==> src/rtl/alu_div_seq_pkg.sv <==
// Shared definitions for the sequential divide/remainder unit.
//   XLEN        : datapath width of the integer core
//   ALUOP_SUB   : opcode that makes the shared alu produce a - b
//   div_state_e : sequencer states (3-bit encoding)
package alu_div_seq_pkg;

  localparam int XLEN = 64;

  localparam logic [3:0] ALUOP_SUB = 4'd1;

  typedef enum logic [2:0] {
    DIVST_IDLE  = 3'd0,
    DIVST_ABS_A = 3'd1,
    DIVST_ABS_B = 3'd2,
    DIVST_DIV   = 3'd3,
    DIVST_FIX   = 3'd4,
    DIVST_DONE  = 3'd5
  } div_state_e;

endpackage

==> src/rtl/div_sign_fix.sv <==
// Combinational sign handling around the divide loop.
// Accept-side ports (acc_*): request operands and flags as presented on the
//   request interface; produce special-case detection/result and operand signs.
// Fix-side ports: latched signs, result kind and loop results; produce the
//   selected magnitude and whether it must be negated.
module div_sign_fix
  import alu_div_seq_pkg::*;
#(
  parameter int W = XLEN
) (
  input  logic         acc_signed_i,
  input  logic         acc_rem_i,
  input  logic [W-1:0] acc_a_i,
  input  logic [W-1:0] acc_b_i,
  output logic         special_o,
  output logic [W-1:0] special_res_o,
  output logic         acc_sign_a_o,
  output logic         acc_sign_b_o,
  input  logic         sign_a_i,
  input  logic         sign_b_i,
  input  logic         rem_sel_i,
  input  logic [W-1:0] quo_i,
  input  logic [W-1:0] rem_i,
  output logic [W-1:0] sel_o,
  output logic         neg_res_o
);

  localparam logic [W-1:0] MIN_NEG  = {1'b1, {(W-1){1'b0}}};
  localparam logic [W-1:0] ALL_ONES = {W{1'b1}};
  localparam logic [W-1:0] ZERO     = {W{1'b0}};

  logic div_zero_s;
  logic overflow_s;

  // Detect divide-by-zero and signed overflow; these bypass the loop entirely.
  always_comb begin
    div_zero_s = (acc_b_i == ZERO);
    overflow_s = acc_signed_i & (acc_a_i == MIN_NEG) & (acc_b_i == ALL_ONES);
    special_o  = div_zero_s | overflow_s;
    if (div_zero_s) begin
      if (acc_rem_i) begin
        special_res_o = acc_a_i;
      end else begin
        special_res_o = ALL_ONES;
      end
    end else if (overflow_s) begin
      if (acc_rem_i) begin
        special_res_o = ZERO;
      end else begin
        special_res_o = acc_a_i;
      end
    end else begin
      special_res_o = ZERO;
    end
  end

  // Operand signs only matter for signed requests; result sign follows
  // the dividend for remainders and the XOR of both signs for quotients.
  always_comb begin
    acc_sign_a_o = acc_signed_i & acc_a_i[W-1];
    acc_sign_b_o = acc_signed_i & acc_b_i[W-1];
    if (rem_sel_i) begin
      sel_o     = rem_i;
      neg_res_o = sign_a_i;
    end else begin
      sel_o     = quo_i;
      neg_res_o = sign_a_i ^ sign_b_i;
    end
  end

endmodule

==> src/rtl/alu_div_seq.sv <==
// Multi-cycle DIV/DIVU/REM/REMU sequencer (radix-2 restoring division).
// Borrows the shared alu adder while alu_busy_o is high.
// Ports:
//   clk, rst_n (async active-low), flush_i (sync abort)
//   div_valid_i/div_ready_o, div_signed_i, div_rem_i, div_a_i, div_b_i : request
//   res_valid_o/res_ready_i, res_o                                       : result
//   alu_busy_o, alu_a_o, alu_b_o, alu_op_o                               : alu drive
//   alu_out_i, alu_slt_i                                                 : alu return
module alu_div_seq
  import alu_div_seq_pkg::*;
#(
  parameter int W     = XLEN,
  parameter int CNT_W = $clog2(W)
) (
  input  logic         clk,
  input  logic         rst_n,
  input  logic         flush_i,
  input  logic         div_valid_i,
  output logic         div_ready_o,
  input  logic         div_signed_i,
  input  logic         div_rem_i,
  input  logic [W-1:0] div_a_i,
  input  logic [W-1:0] div_b_i,
  output logic         res_valid_o,
  input  logic         res_ready_i,
  output logic [W-1:0] res_o,
  output logic         alu_busy_o,
  output logic [W-1:0] alu_a_o,
  output logic [W-1:0] alu_b_o,
  output logic [3:0]   alu_op_o,
  input  logic [W-1:0] alu_out_i,
  input  logic         alu_slt_i
);

  localparam logic [W-1:0]     MSB_MASK = {1'b1, {(W-1){1'b0}}};
  localparam logic [W-1:0]     ZERO     = {W{1'b0}};
  localparam logic [CNT_W-1:0] CNT_LAST = CNT_W'(W-1);
  localparam logic [CNT_W-1:0] CNT_ZERO = {CNT_W{1'b0}};
  localparam logic [CNT_W-1:0] CNT_ONE  = {{(CNT_W-1){1'b0}}, 1'b1};

  div_state_e       state_r, state_nxt_s;
  logic [W-1:0]     opa_r, opa_nxt_s;      // dividend, then its magnitude
  logic [W-1:0]     opb_r, opb_nxt_s;      // divisor, then its magnitude
  logic [W-1:0]     rem_r, rem_nxt_s;      // partial remainder R
  logic [W-1:0]     quo_r, quo_nxt_s;      // dividend shifting out / quotient Q
  logic [CNT_W-1:0] cnt_r, cnt_nxt_s;
  logic             rem_sel_r, rem_sel_nxt_s;
  logic             sign_a_r, sign_a_nxt_s;
  logic             sign_b_r, sign_b_nxt_s;
  logic [W-1:0]     res_r, res_nxt_s;
  logic             res_valid_r, res_valid_nxt_s;
  logic             ready_r, ready_nxt_s;
  logic             busy_r, busy_nxt_s;
  logic [W-1:0]     alu_a_r, alu_a_nxt_s;
  logic [W-1:0]     alu_b_r, alu_b_nxt_s;
  logic [3:0]       alu_op_r, alu_op_nxt_s;

  logic [W-1:0]     r_shift_s;
  logic             sub_s;
  logic             special_s;
  logic [W-1:0]     special_res_s;
  logic             acc_sign_a_s;
  logic             acc_sign_b_s;
  logic [W-1:0]     sel_s;
  logic             neg_res_s;

  div_sign_fix #(.W(W)) u_sign_fix (
    .acc_signed_i  (div_signed_i),
    .acc_rem_i     (div_rem_i),
    .acc_a_i       (div_a_i),
    .acc_b_i       (div_b_i),
    .special_o     (special_s),
    .special_res_o (special_res_s),
    .acc_sign_a_o  (acc_sign_a_s),
    .acc_sign_b_o  (acc_sign_b_s),
    .sign_a_i      (sign_a_r),
    .sign_b_i      (sign_b_r),
    .rem_sel_i     (rem_sel_r),
    .quo_i         (quo_r),
    .rem_i         (rem_r),
    .sel_o         (sel_s),
    .neg_res_o     (neg_res_s)
  );

  // Next-state and datapath update for the sequencer.
  always_comb begin
    state_nxt_s     = state_r;
    opa_nxt_s       = opa_r;
    opb_nxt_s       = opb_r;
    rem_nxt_s       = rem_r;
    quo_nxt_s       = quo_r;
    cnt_nxt_s       = cnt_r;
    rem_sel_nxt_s   = rem_sel_r;
    sign_a_nxt_s    = sign_a_r;
    sign_b_nxt_s    = sign_b_r;
    res_nxt_s       = res_r;
    res_valid_nxt_s = res_valid_r;
    r_shift_s       = {rem_r[W-2:0], quo_r[W-1]};
    // A bit shifted out of R means R_shift >= 2^W > D, so subtract regardless.
    sub_s           = rem_r[W-1] | ~alu_slt_i;
    if (flush_i) begin
      state_nxt_s     = DIVST_IDLE;
      res_valid_nxt_s = 1'b0;
    end else begin
      case (state_r)
        DIVST_IDLE: begin
          if (div_valid_i) begin
            opa_nxt_s     = div_a_i;
            opb_nxt_s     = div_b_i;
            rem_sel_nxt_s = div_rem_i;
            sign_a_nxt_s  = acc_sign_a_s;
            sign_b_nxt_s  = acc_sign_b_s;
            if (special_s) begin
              res_nxt_s       = special_res_s;
              res_valid_nxt_s = 1'b1;
              state_nxt_s     = DIVST_DONE;
            end else begin
              state_nxt_s = DIVST_ABS_A;
            end
          end else begin
            state_nxt_s = DIVST_IDLE;
          end
        end
        DIVST_ABS_A: begin
          if (sign_a_r) begin
            opa_nxt_s = alu_out_i;
          end else begin
            opa_nxt_s = opa_r;
          end
          state_nxt_s = DIVST_ABS_B;
        end
        DIVST_ABS_B: begin
          if (sign_b_r) begin
            opb_nxt_s = alu_out_i;
          end else begin
            opb_nxt_s = opb_r;
          end
          rem_nxt_s   = ZERO;
          quo_nxt_s   = opa_r;
          cnt_nxt_s   = CNT_LAST;
          state_nxt_s = DIVST_DIV;
        end
        DIVST_DIV: begin
          if (sub_s) begin
            rem_nxt_s = alu_out_i;
          end else begin
            rem_nxt_s = r_shift_s;
          end
          quo_nxt_s = {quo_r[W-2:0], sub_s};
          if (cnt_r == CNT_ZERO) begin
            state_nxt_s = DIVST_FIX;
          end else begin
            cnt_nxt_s = cnt_r - CNT_ONE;
          end
        end
        DIVST_FIX: begin
          if (neg_res_s) begin
            res_nxt_s = alu_out_i;
          end else begin
            res_nxt_s = sel_s;
          end
          res_valid_nxt_s = 1'b1;
          state_nxt_s     = DIVST_DONE;
        end
        DIVST_DONE: begin
          if (res_ready_i) begin
            res_valid_nxt_s = 1'b0;
            state_nxt_s     = DIVST_IDLE;
          end else begin
            state_nxt_s = DIVST_DONE;
          end
        end
        default: begin
          res_valid_nxt_s = 1'b0;
          state_nxt_s     = DIVST_IDLE;
        end
      endcase
    end
  end

  // ALU drive for the coming cycle, derived from the next state so the
  // registered outputs already carry the right operands in that state.
  always_comb begin
    busy_nxt_s  = 1'b0;
    alu_a_nxt_s = ZERO;
    alu_b_nxt_s = ZERO;
    case (state_nxt_s)
      DIVST_ABS_A: begin
        busy_nxt_s  = 1'b1;
        alu_b_nxt_s = opa_nxt_s;
      end
      DIVST_ABS_B: begin
        busy_nxt_s  = 1'b1;
        alu_b_nxt_s = opb_nxt_s;
      end
      DIVST_DIV: begin
        // MSB flip on both operands turns the signed slt into unsigned compare.
        busy_nxt_s  = 1'b1;
        alu_a_nxt_s = {rem_nxt_s[W-2:0], quo_nxt_s[W-1]} ^ MSB_MASK;
        alu_b_nxt_s = opb_nxt_s ^ MSB_MASK;
      end
      DIVST_FIX: begin
        busy_nxt_s = 1'b1;
        if (rem_sel_nxt_s) begin
          alu_b_nxt_s = rem_nxt_s;
        end else begin
          alu_b_nxt_s = quo_nxt_s;
        end
      end
      default: begin
        busy_nxt_s  = 1'b0;
        alu_a_nxt_s = ZERO;
        alu_b_nxt_s = ZERO;
      end
    endcase
    if (busy_nxt_s) begin
      alu_op_nxt_s = ALUOP_SUB;
    end else begin
      alu_op_nxt_s = 4'd0;
    end
    ready_nxt_s = (state_nxt_s == DIVST_IDLE);
  end

  // State, datapath and output registers.
  always_ff @(posedge clk or negedge rst_n) begin
    if (!rst_n) begin
      state_r     <= DIVST_IDLE;
      opa_r       <= ZERO;
      opb_r       <= ZERO;
      rem_r       <= ZERO;
      quo_r       <= ZERO;
      cnt_r       <= CNT_ZERO;
      rem_sel_r   <= 1'b0;
      sign_a_r    <= 1'b0;
      sign_b_r    <= 1'b0;
      res_r       <= ZERO;
      res_valid_r <= 1'b0;
      ready_r     <= 1'b1;
      busy_r      <= 1'b0;
      alu_a_r     <= ZERO;
      alu_b_r     <= ZERO;
      alu_op_r    <= 4'd0;
    end else begin
      state_r     <= state_nxt_s;
      opa_r       <= opa_nxt_s;
      opb_r       <= opb_nxt_s;
      rem_r       <= rem_nxt_s;
      quo_r       <= quo_nxt_s;
      cnt_r       <= cnt_nxt_s;
      rem_sel_r   <= rem_sel_nxt_s;
      sign_a_r    <= sign_a_nxt_s;
      sign_b_r    <= sign_b_nxt_s;
      res_r       <= res_nxt_s;
      res_valid_r <= res_valid_nxt_s;
      ready_r     <= ready_nxt_s;
      busy_r      <= busy_nxt_s;
      alu_a_r     <= alu_a_nxt_s;
      alu_b_r     <= alu_b_nxt_s;
      alu_op_r    <= alu_op_nxt_s;
    end
  end

  assign div_ready_o = ready_r;
  assign res_valid_o = res_valid_r;
  assign res_o       = res_r;
  assign alu_busy_o  = busy_r;
  assign alu_a_o     = alu_a_r;
  assign alu_b_o     = alu_b_r;
  assign alu_op_o    = alu_op_r;

endmodule
==> config.mk <==
export PLATFORM = sky130hd
export DESIGN_NAME = alu_div_seq
export DESIGN_NICKNAME = d
export VERILOG_FILES = /design/src/rtl/alu_div_seq_pkg.sv /design/src/rtl/div_sign_fix.sv /design/src/rtl/alu_div_seq.sv
export SDC_FILE = /design/constraint.sdc
export NUM_CORES = 1
export LEC_CHECK = 0
export CAP_MARGIN = 20
export CORE_ASPECT_RATIO = 2
export CORE_MARGIN = 1
export CORE_UTILIZATION = 27
export DETAILED_ROUTE_END_ITERATION = 7
export PLACE_DENSITY_LB_ADDON = 0.1
export SLEW_MARGIN = 15
export SYNTH_ARGS = -nofsm -noshare
export SYNTH_HDL_FRONTEND = slang
export SYNTH_SLANG_ARGS = --single-unit
==> constraint.sdc <==
create_clock -name clk -period 2.9 [get_ports clk]
set_input_delay 0.87 -clock clk [delete_from_list [all_inputs] [get_ports clk]]
set_output_delay 0.87 -clock clk [all_outputs]
set_load 0.01 [all_outputs]
# Word level (Yosys, flattened, before mapping)

Index checks and enable logic that the tools add are counted.

Reductions and logical operators: 12
Multiplexer cells: 44
Equal/unequal tests: 18
$add $sub $neg: 1
Bitwise operators: 11

Operator list:

| kind                                                                | count |
|---|---|
| 64-bit 2-to-1 mux                                                   | 19 |
| 64-bit case mux with 2 select lines                                 | 5 |
| 64-bit case mux with 4 select lines                                 | 1 |
| 64-bit == test (second input constant)                              | 2 |
| 64-bit zero test                                                    | 1 |
| 3-bit case mux with 6 select lines                                  | 1 |
| 3-bit 2-to-1 mux                                                    | 5 |
| 3-bit by 2-bit == test with 1-bit output (second input constant)    | 4 |
| 6-bit case mux with 2 select lines                                  | 1 |
| 1-bit 2-to-1 mux                                                    | 10 |
| 3-bit == test (second input constant)                               | 3 |
| 3-bit != test (second input constant)                               | 3 |
| 4-bit AND reduction                                                 | 2 |
| 3-bit by 1-bit == test with 1-bit output (second input constant)    | 2 |
| 3-bit zero test                                                     | 2 |
| 6-bit zero test                                                     | 1 |
| 6-bit 2-to-1 mux                                                    | 1 |
| 2-bit != test (second input constant)                               | 3 |
| 3-bit AND reduction                                                 | 2 |
| 6-bit by 1-bit subtractor with 6-bit output (second input constant) | 1 |
| 1-bit bitwise AND                                                   | 4 |
| 1-bit NOT                                                           | 4 |
| 1-bit case mux with 4 select lines                                  | 1 |
| 2-bit nonzero test                                                  | 2 |
| 5 further kinds                                                     | 6 |

Register bits after elaboration: 467
Output and inout port bits: 199
Input port bits: 200

# Logic depth before layout (Yosys ltp)

Gate-level depths: netlist (run 1).

Word-level depth: 12
Gate-level depth with buffers: 12
Depth with buffers taken out: 10

# Cells and area by module

From an unflattened synthesis (run 1), not the netlist that was laid out.

Cell total of the unflattened synthesis: 2189
Area, all modules: 23679.0 µm²

By module, submodules not included:

| module       | area an instance (µm²) | cells each | times used |
|---|---|---|---|
| alu_div_seq  | 21888.5                | 1968       | 1 |
| div_sign_fix | 1790.5                 | 221        | 1 |

# Least setup slack after synthesis (run 1)

OpenSTA, ideal clock, no wires.

Path kind: input to register
Start: input div_b_i[26]
End: register res_r[14], in the netlist res_o[14]
Buffers on the path: 2
Cell stages on the path: 9
Arrival: 3.298 ns
Required time: 2.772 ns
Setup slack: -0.525 ns
Path through: nand4_1 > or4_1 > or4_1 > o41ai_2 > a21oi_1 > nor3_2 > buf_2 > buf_4 > mux2_1

Cells in the longest elaborated chain, start to end: 7

RTL lines:

| element                             | RTL line           | text |
|---|---|---|
| start: declaration                  | alu_div_seq.sv:23  | `input logic [W-1:0] div_b_i,` |
| 64-bit == test                      | div_sign_fix.sv:38 | `overflow_s = acc_signed_i & (acc_a_i == MIN_NEG) & (acc_b_i == ALL_ONES);` |
| 1-bit bitwise AND                   | div_sign_fix.sv:38 |  |
| 64-bit 2-to-1 mux                   | div_sign_fix.sv:46 | `end else if (overflow_s) begin` |
| 64-bit 2-to-1 mux                   | div_sign_fix.sv:40 | `if (div_zero_s) begin` |
| 64-bit 2-to-1 mux                   | alu_div_seq.sv:113 | `if (special_s) begin` |
| 64-bit 2-to-1 mux                   | alu_div_seq.sv:107 | `if (div_valid_i) begin` |
| 64-bit case mux with 2 select lines | alu_div_seq.sv:105 | `case (state_r)` |
| end signal: assignment              | alu_div_seq.sv:253 | `res_r <= res_nxt_s;` |
| end: declaration                    | alu_div_seq.sv:50  | `logic [W-1:0] res_r, res_nxt_s;` |

Several ways; a longest one is shown, not always the timed one. The select of a mux whose other input is x is not followed.
A chain may end at the register's enable or synchronous reset.

# Worst setup path in the final report (run 1)

Start: input div_b_i[52]
End: register res_r[4], in the netlist res_o[4]

Same word-level chain as after synthesis.

==> results.txt, run 1 <==
First-pass GRT wire length: 179700 um
Filler Cells Inserted: 8126
Worst hold slack: 0.1851 ns
CP endpoint: res_o[4]
Worst EP required: 3.44 ns
Non-filler instance count after layout: 4222
Pwr per Cell Area: 582.9 nW/um^2
Area added between synthesis and finish: 56.40%
Drt initial violations: 1781
Count of pins over their slew limit: 0
CTS Hold Buffers Added: 0
Final WL: 127000 um
Syn Area/Cell: 9.942 um^2
Max-cap violations: 0
Crit path max fanout: 6
Antenna-violating nets left: 0
Routability Congestion: 0.8601
CTS clk-pin slew, worst paths: 0.07 ns
Fmax: 297.6 MHz
Worst Path Arrival: 3.90 ns
Fin crit share: 1.159
CTS tree: done
Max VDD drop: 497.9 uV
Max_slew headroom: 0.5416
Design Area, Final: 36000 um^2
P_sw: 6.820 mW
Failing checks: setup timing
TNS Setup: -75.62 ns
RSZ-0062 raised after global routing: true
Fraction of the yosys area taken by sequential cells: 0.5035
Placed cells: 4060
R2r startpoint: cnt_r[2]
Leak: 17.19 nW
Worst R2R Setup Slack: -0.11 ns
WS Path Type: in -> reg
Number of CTS-inserted buffers: 48
Flop pwr share: 0.387
Number of global-route vias before repair: 24670
Worst Setup SP: div_b_i[52]
Slew at the pin closest to its max-slew limit: 0.6876 ns
Synth Instances: 2315
Fin Clk Skew: 0.02994 ns
CTS root buffer: clkbuf_16
Router iterations before antenna repair: 6
Post-synth EDFFs: 0
RR Endpoint: quo_r[33]
Top FF cell, synth: dfrtp_1
Fin. Hold Viols: 0
Layout cells sized above 1: 0.2710
Std cell rows: 151
Drc violations: 0
Worst slack at placement: -1.734 ns
Gate power share: 0.270
Post-Syn Area: 23010 um^2
Switching Share: 0.3250
Synth async-reset ratio: 1.000
DR WL/cell: 30.07 um
DIE HEIGHT: 414.9 um
Crit. End Element: flip-flop
Die W: 208.4 um
Synth cell types: 52
Post-route worst setup slack: -0.4606 ns
Synth Register Bits: 463
Routed vias/inst: 5.506
Hold WC Path Type: in -> async
P_int: 14.16 mW
Hpwl dp: 84260 um
Clk pwr share: 0.343
Worst-Skew Late Latency: 0.61 ns
Status: finished with violations
Yosys warns: 0
Top-level I/O count: 399
Total gr overflow: 0
Starting Density: 0.2725
Crit path launch type: input pin
Largest net degree at the start of global routing: 87
GRT Total Usage: 0.2874
Nets: 3310
# clock sinks: 463
Min Tclk post-route: 3.361 ns
Number of buffers added on ports: 395
DR vias: 23250
Worst reg-to-reg path cell count: 10
Die footprint: 86480 um^2
Dpl cell area: 31960 um^2
Clock Tree Buf Depth: 3
# setup viols final: 260
Core Footprint: 84450 um^2
Htree depth: 2
Initial antenna violation count: 9
area by class of cell:
| class | count | area (um^2) | area share |
|---|---|---|---|
| tap | 1071 | 1340 | 0.03723 |
| timing repair buffer | 956 | 9902 | 0.2751 |
| multi-input combinational | 1571 | 11110 | 0.3086 |
| inverter | 69 | 264.0 | 0.007334 |
| sequential | 463 | 11590 | 0.3220 |
| antenna | 3 | 7.507 | 0.0002086 |
| clock inverter | 27 | 417.9 | 0.01161 |
| clock buffer | 62 | 1365 | 0.03792 |
synth_stat cells, types with 2 or more instances:
cell,n,area share
nor4b_1,2,0.00076
mux2i_1,193,0.084
mux2_1,61,0.030
o21ai_0,140,0.030
nor2_1,205,0.033
dfrtp_1,462,0.50
a211oi_1,65,0.021
buf_2,13,0.0028
clkbuf_1,144,0.023
nand3_1,65,0.014
nor4_1,29,0.0079
and2_1,3,0.00082
nand4_1,20,0.0054
buf_4,15,0.0049
a32oi_1,3,0.0011
nor2b_1,3,0.00082
or2_2,5,0.0014
a21o_1,64,0.021
xnor2_1,3,0.0011
nand2_1,215,0.035
or4_1,8,0.0026
xor2_1,3,0.0011
mux2_2,4,0.0020
a22oi_1,191,0.062
a31oi_1,63,0.017
or3_1,2,0.00054
a211o_1,64,0.024
a21oi_1,7,0.0015
buf_1,32,0.0052
nor3_1,65,0.014
o211ai_1,62,0.020
nor3b_1,2,0.00065
buf_6,11,0.0054
nand2b_1,5,0.0014
inv_1,68,0.011
or4b_2,2,0.00087
state kept, by name, summed over array words and instances (netlist names), 3 cells and up:
register / count
state_r: 3
alu_b_o: 64
cnt_r: 6
rem_r: 64
quo_r: 64
res_o: 64
opa_r: 64
alu_a_o: 64
opb_r: 64
stage by stage:
stage               power [mW]  utilization
detailed placement       13.57       0.3784
floorplan                10.38            -
global placement         13.50       0.3784
global route             21.81       0.4261
finish                   20.98       0.4262
CTS                      21.11       0.4252
cells in the final DEF, fill, tap and decap left out, types with 28 or more instances in the layout:
| cell type | n |
|---|---|
| nor3_1 | 64 |
| clkbuf_16 | 54 |
| o21ai_0 | 138 |
| inv_1 | 68 |
| buf_4 | 408 |
| buf_12 | 87 |
| mux2i_1 | 190 |
| nor2_1 | 203 |
| buf_6 | 28 |
| clkbuf_2 | 32 |
| mux2_4 | 62 |
| clkdlybuf4s50_1 | 294 |
| a22oi_1 | 191 |
| a31oi_1 | 55 |
| nand2_1 | 212 |
| buf_16 | 28 |
| dfrtp_1 | 461 |
| a211o_1 | 64 |
| a21o_1 | 64 |
| a211oi_1 | 65 |
| o211ai_1 | 62 |
| nand3_1 | 43 |
cells by family after synthesis:
kind of cell    share of synthesized area
compound gates                     0.2026
simple gates                       0.1219
flops                              0.5035
buf+inv                           0.05328
mux                                0.1157
xor+xnor                         0.002284
fa+ha+maj                       0.0005436
other cells                     0.0001629
critical path, cell delays in order:
cell     delay [ns]
buf_8          0.10
nand4_1        0.32
or4_4          0.58
or4_4          0.46
or4_4          0.56
o22ai_4        0.16
buf_12         0.14
buf_12         0.16
buf_12         0.15
a211o_1        0.20
mux2_4         0.16
worst min-delay path by stage:
stage / start / to / cells after the start
after floorplan: opb_r[63] / opb_r[63] / 2
after global placement: res_o[10] / res_o[10] / 1
after detailed placement: res_o[50] / res_o[50] / 1
after CTS: rst_n / res_o[34] / 1
after global routing: rst_n / res_o[34] / 1
final: rst_n / alu_a_o[21] / 1
layer usage:
metal	GRT usage	vias up	wire length [um]
li1	-	10080	-
met1	0.3188	11700	46790
met2	0.5148	1120	64520
met3	0.05484	330	8173
met4	0.1517	12	7401
met5	0	-	76
power by group through the flow:
stage	clock (mW)	combinational [mW]	sequential, mW
2_1_floorplan	0	2.33	8.06
3_3_place_gp	0	5.31	8.19
3_5_place_dp	0	5.36	8.20
4_1_cts	7.37	5.65	8.09
5_1_grt	7.59	6.02	8.20
6_report	7.21	5.67	8.11
timing repair:
action,in CTS,in global routing
resized for setup,353,161
pin swaps,124,107
setup endpoints to repair,260,260
buffers inserted,44,4
cloned,35,4
Power figures use the tool's default switching activity.
==> run 2, diff against run 1 <==
Settings changed: ABC_AREA set to 1.
==> run 2 against run 1 <==
  * The run now ends clean
  * Global-route usage fell by 2.0 points
  * Sequential cell count did not move
  * Die area is 4.8% higher
  * Via count increased by 9.0%
  * Non-clock buffer count decreased by 144
  * First-iteration DRC count is 17% higher
  * Area after synthesis increased by 4.8%
  * Clock power is 6.2% lower
  * Register-to-register slack better by 0.48 ns
  * Highest routed layer unchanged
==> results.txt, run 2 <==
Crit path max fanout: 29
RSZ-0062 raised after global routing: false
Max-cap violations: 0
Synth area leaders: dfrtp_1 (48%), nand2_1 (11%), o21ai_0 (9.3%), inv_1 (6.7%), o211ai_1 (5.1%)
Min Tclk post-route: 2.803 ns
CTS clk-pin slew, worst paths: 0.07 ns
Synth cell count leaders: nand2_1 (719), dfrtp_1 (462), o21ai_0 (446)
Worst Path Arrival: 3.26 ns
Synth async-reset ratio: 1.000
Area fraction of the dominant cell type after synthesis: 0.4793
# clock sinks: 463
Post-Syn Area: 24120 um^2
Yosys warns: 0
Die W: 213.3 um
Starting Density: 0.2733
Number of buffers added on ports: 395
Drc violations: 0
Max VDD drop: 474.5 uV
Core Util, Final: 0.3861
DR vias: 25330
Die footprint: 90610 um^2
WS Path Type: in -> reg
Status: complete, no violations
Post-synth top area cell: dfrtp_1
# setup viols final: 0
GRT Total Usage: 0.2674
Leak: 15.95 nW
CTS root buffer: clkbuf_16
Worst slack at placement: -0.9099 ns
Htree depth: 2
Area added between synthesis and finish: 41.26%
Fraction of the yosys area taken by sequential cells: 0.4804
Commonest cells after routing, fill and taps aside: nand2_1 (712), dfrtp_1 (462), o21ai_0 (441)
Non-filler instance count after layout: 4937
Placed cells: 4849
Core Footprint: 88250 um^2
Max_slew headroom: 0.5993
Pwr per Cell Area: 751.4 nW/um^2
DIE HEIGHT: 424.7 um
Fin crit share: 0.9666
Total gr overflow: 0
DR WL/cell: 24.65 um
Top-level I/O count: 399
Routability Congestion: 0.8912
Hold WC Path Type: in -> async
Drt initial violations: 2090
Crit path launch type: input pin
CTS tree: done
Initial antenna violation count: 7
Fin Clk Skew: 0.01669 ns
Synth cell types: 35
Syn Area/Cell: 7.786 um^2
Std cell rows: 154
Routed vias/inst: 5.130
Final WL: 121700 um
Crit. End Element: flip-flop
Antenna-violating nets left: 0
Layout cells sized above 1: 0.1472
Post-route worst setup slack: 0.09695 ns
Clock Tree Buf Depth: 3
Synth Instances: 3098
Top FF cell, synth: dfrtp_1
Post-synth EDFFs: 0
Worst-Skew Late Latency: 0.61 ns
Synth Register Bits: 463
Largest net degree at the start of global routing: 88
Count of pins over their slew limit: 0
Nets: 3930
Slew at the pin closest to its max-slew limit: 0.6011 ns
TNS Setup: 0 ns
First-pass GRT wire length: 177500 um
Fin. Hold Viols: 0
Hpwl dp: 87130 um
Worst EP required: 3.36 ns
Most common cell after layout, fill and taps aside: nand2_1
Router iterations before antenna repair: 6
Number of global-route vias before repair: 26920
Number of CTS-inserted buffers: 48
Top-count cell post-synth: nand2_1
Fmax: 356.8 MHz
## run 2: layer usage
layer | routed length, um | global-route usage
met5 | 36 | 0
met4 | 5488 | 0.1163
met3 | 6977 | 0.03833
met2 | 61750 | 0.4769
met1 | 47440 | 0.3137
## run 2: cell families after synthesis
logic type,synth area share
DFF,0.4804
AOI/OAI and AO/OA,0.2123
other,0.0001555
and+or+nand+nor,0.1895
buffers and inverters,0.1168
adders and majority gates,0.0005186
xor gates and xnor gates,0.0003632
## run 2: power breakdown
group / internal [mW] / total [mW] / switching, mW
Combinational: 3.79 / 9.59 / 5.80
Clock: 3.85 / 6.76 / 2.90
Sequential: 8.21 / 9.26 / 1.04
## run 2: critical path: stages
cell and delay, ns:
clkdlybuf4s50_1 0.47, nor2_2 0.15, buf_4 0.13, nand3_1 0.13, nor2_2 0.21, nand2_4 0.10
nor2_1 0.09, nand2_1 0.11, o21ai_2 0.16, nand2_1 0.08, nand2_2 0.11, nand2_4 0.09
buf_12 0.19, buf_4 0.17, nand3_1 0.06, nand3_1 0.11
## run 2: layout make-up
class | count | area (um^2)
timing repair buffer | 812 | 7809
clock buffer | 66 | 1380
clock inverter | 19 | 255.2
inverter | 452 | 1705
sequential | 463 | 11590
fill | 9388 | 54180
multi-input combinational | 1952 | 9864
antenna | 3 | 7.507
tap | 1170 | 1464
## run 2: worst paths after layout
path | from | slack (ns) | end | cells past startpoint
hold / removal | rst_n | 0.20 | alu_b_o[57] | 1
min in group clk | res_o[35] | 0.48 | res_o[35] | 2
setup reg to reg | state_r[2] | 0.37 | cnt_r[4] | 13
hold reg to reg | res_o[35] | 0.48 | res_o[35] | 2
setup / recovery | div_a_i[31] | 0.1 | alu_b_o[43] | 16
max in group asynchronous | rst_n | 1.67 | opb_r[32] | 2
## run 2: repair_timing
| item | CTS | global route |
|---|---|---|
| pin swaps | 0 | 3 |
| resized for setup | 11 | 17 |
| hold buffers | 0 | 0 |
| buffers inserted | 0 | 0 |
| setup endpoints to repair | 110 | 69 |
## run 2: through the flow
| stage | total power [mW] | area [um^2] | hold WS (ns) |
|---|---|---|---|
| final | 25.60 | 34070 | 0.2013 |
| after global routing | 26.96 | 34070 | 0.2048 |
| after CTS | 25.74 | 34030 | 0.1957 |
| after detailed placement | 18.84 | 32360 | 0.4615 |
| after global placement | 18.81 | 32360 | 0.4608 |
| after floorplan | 13.77 | 24130 | 0.4521 |
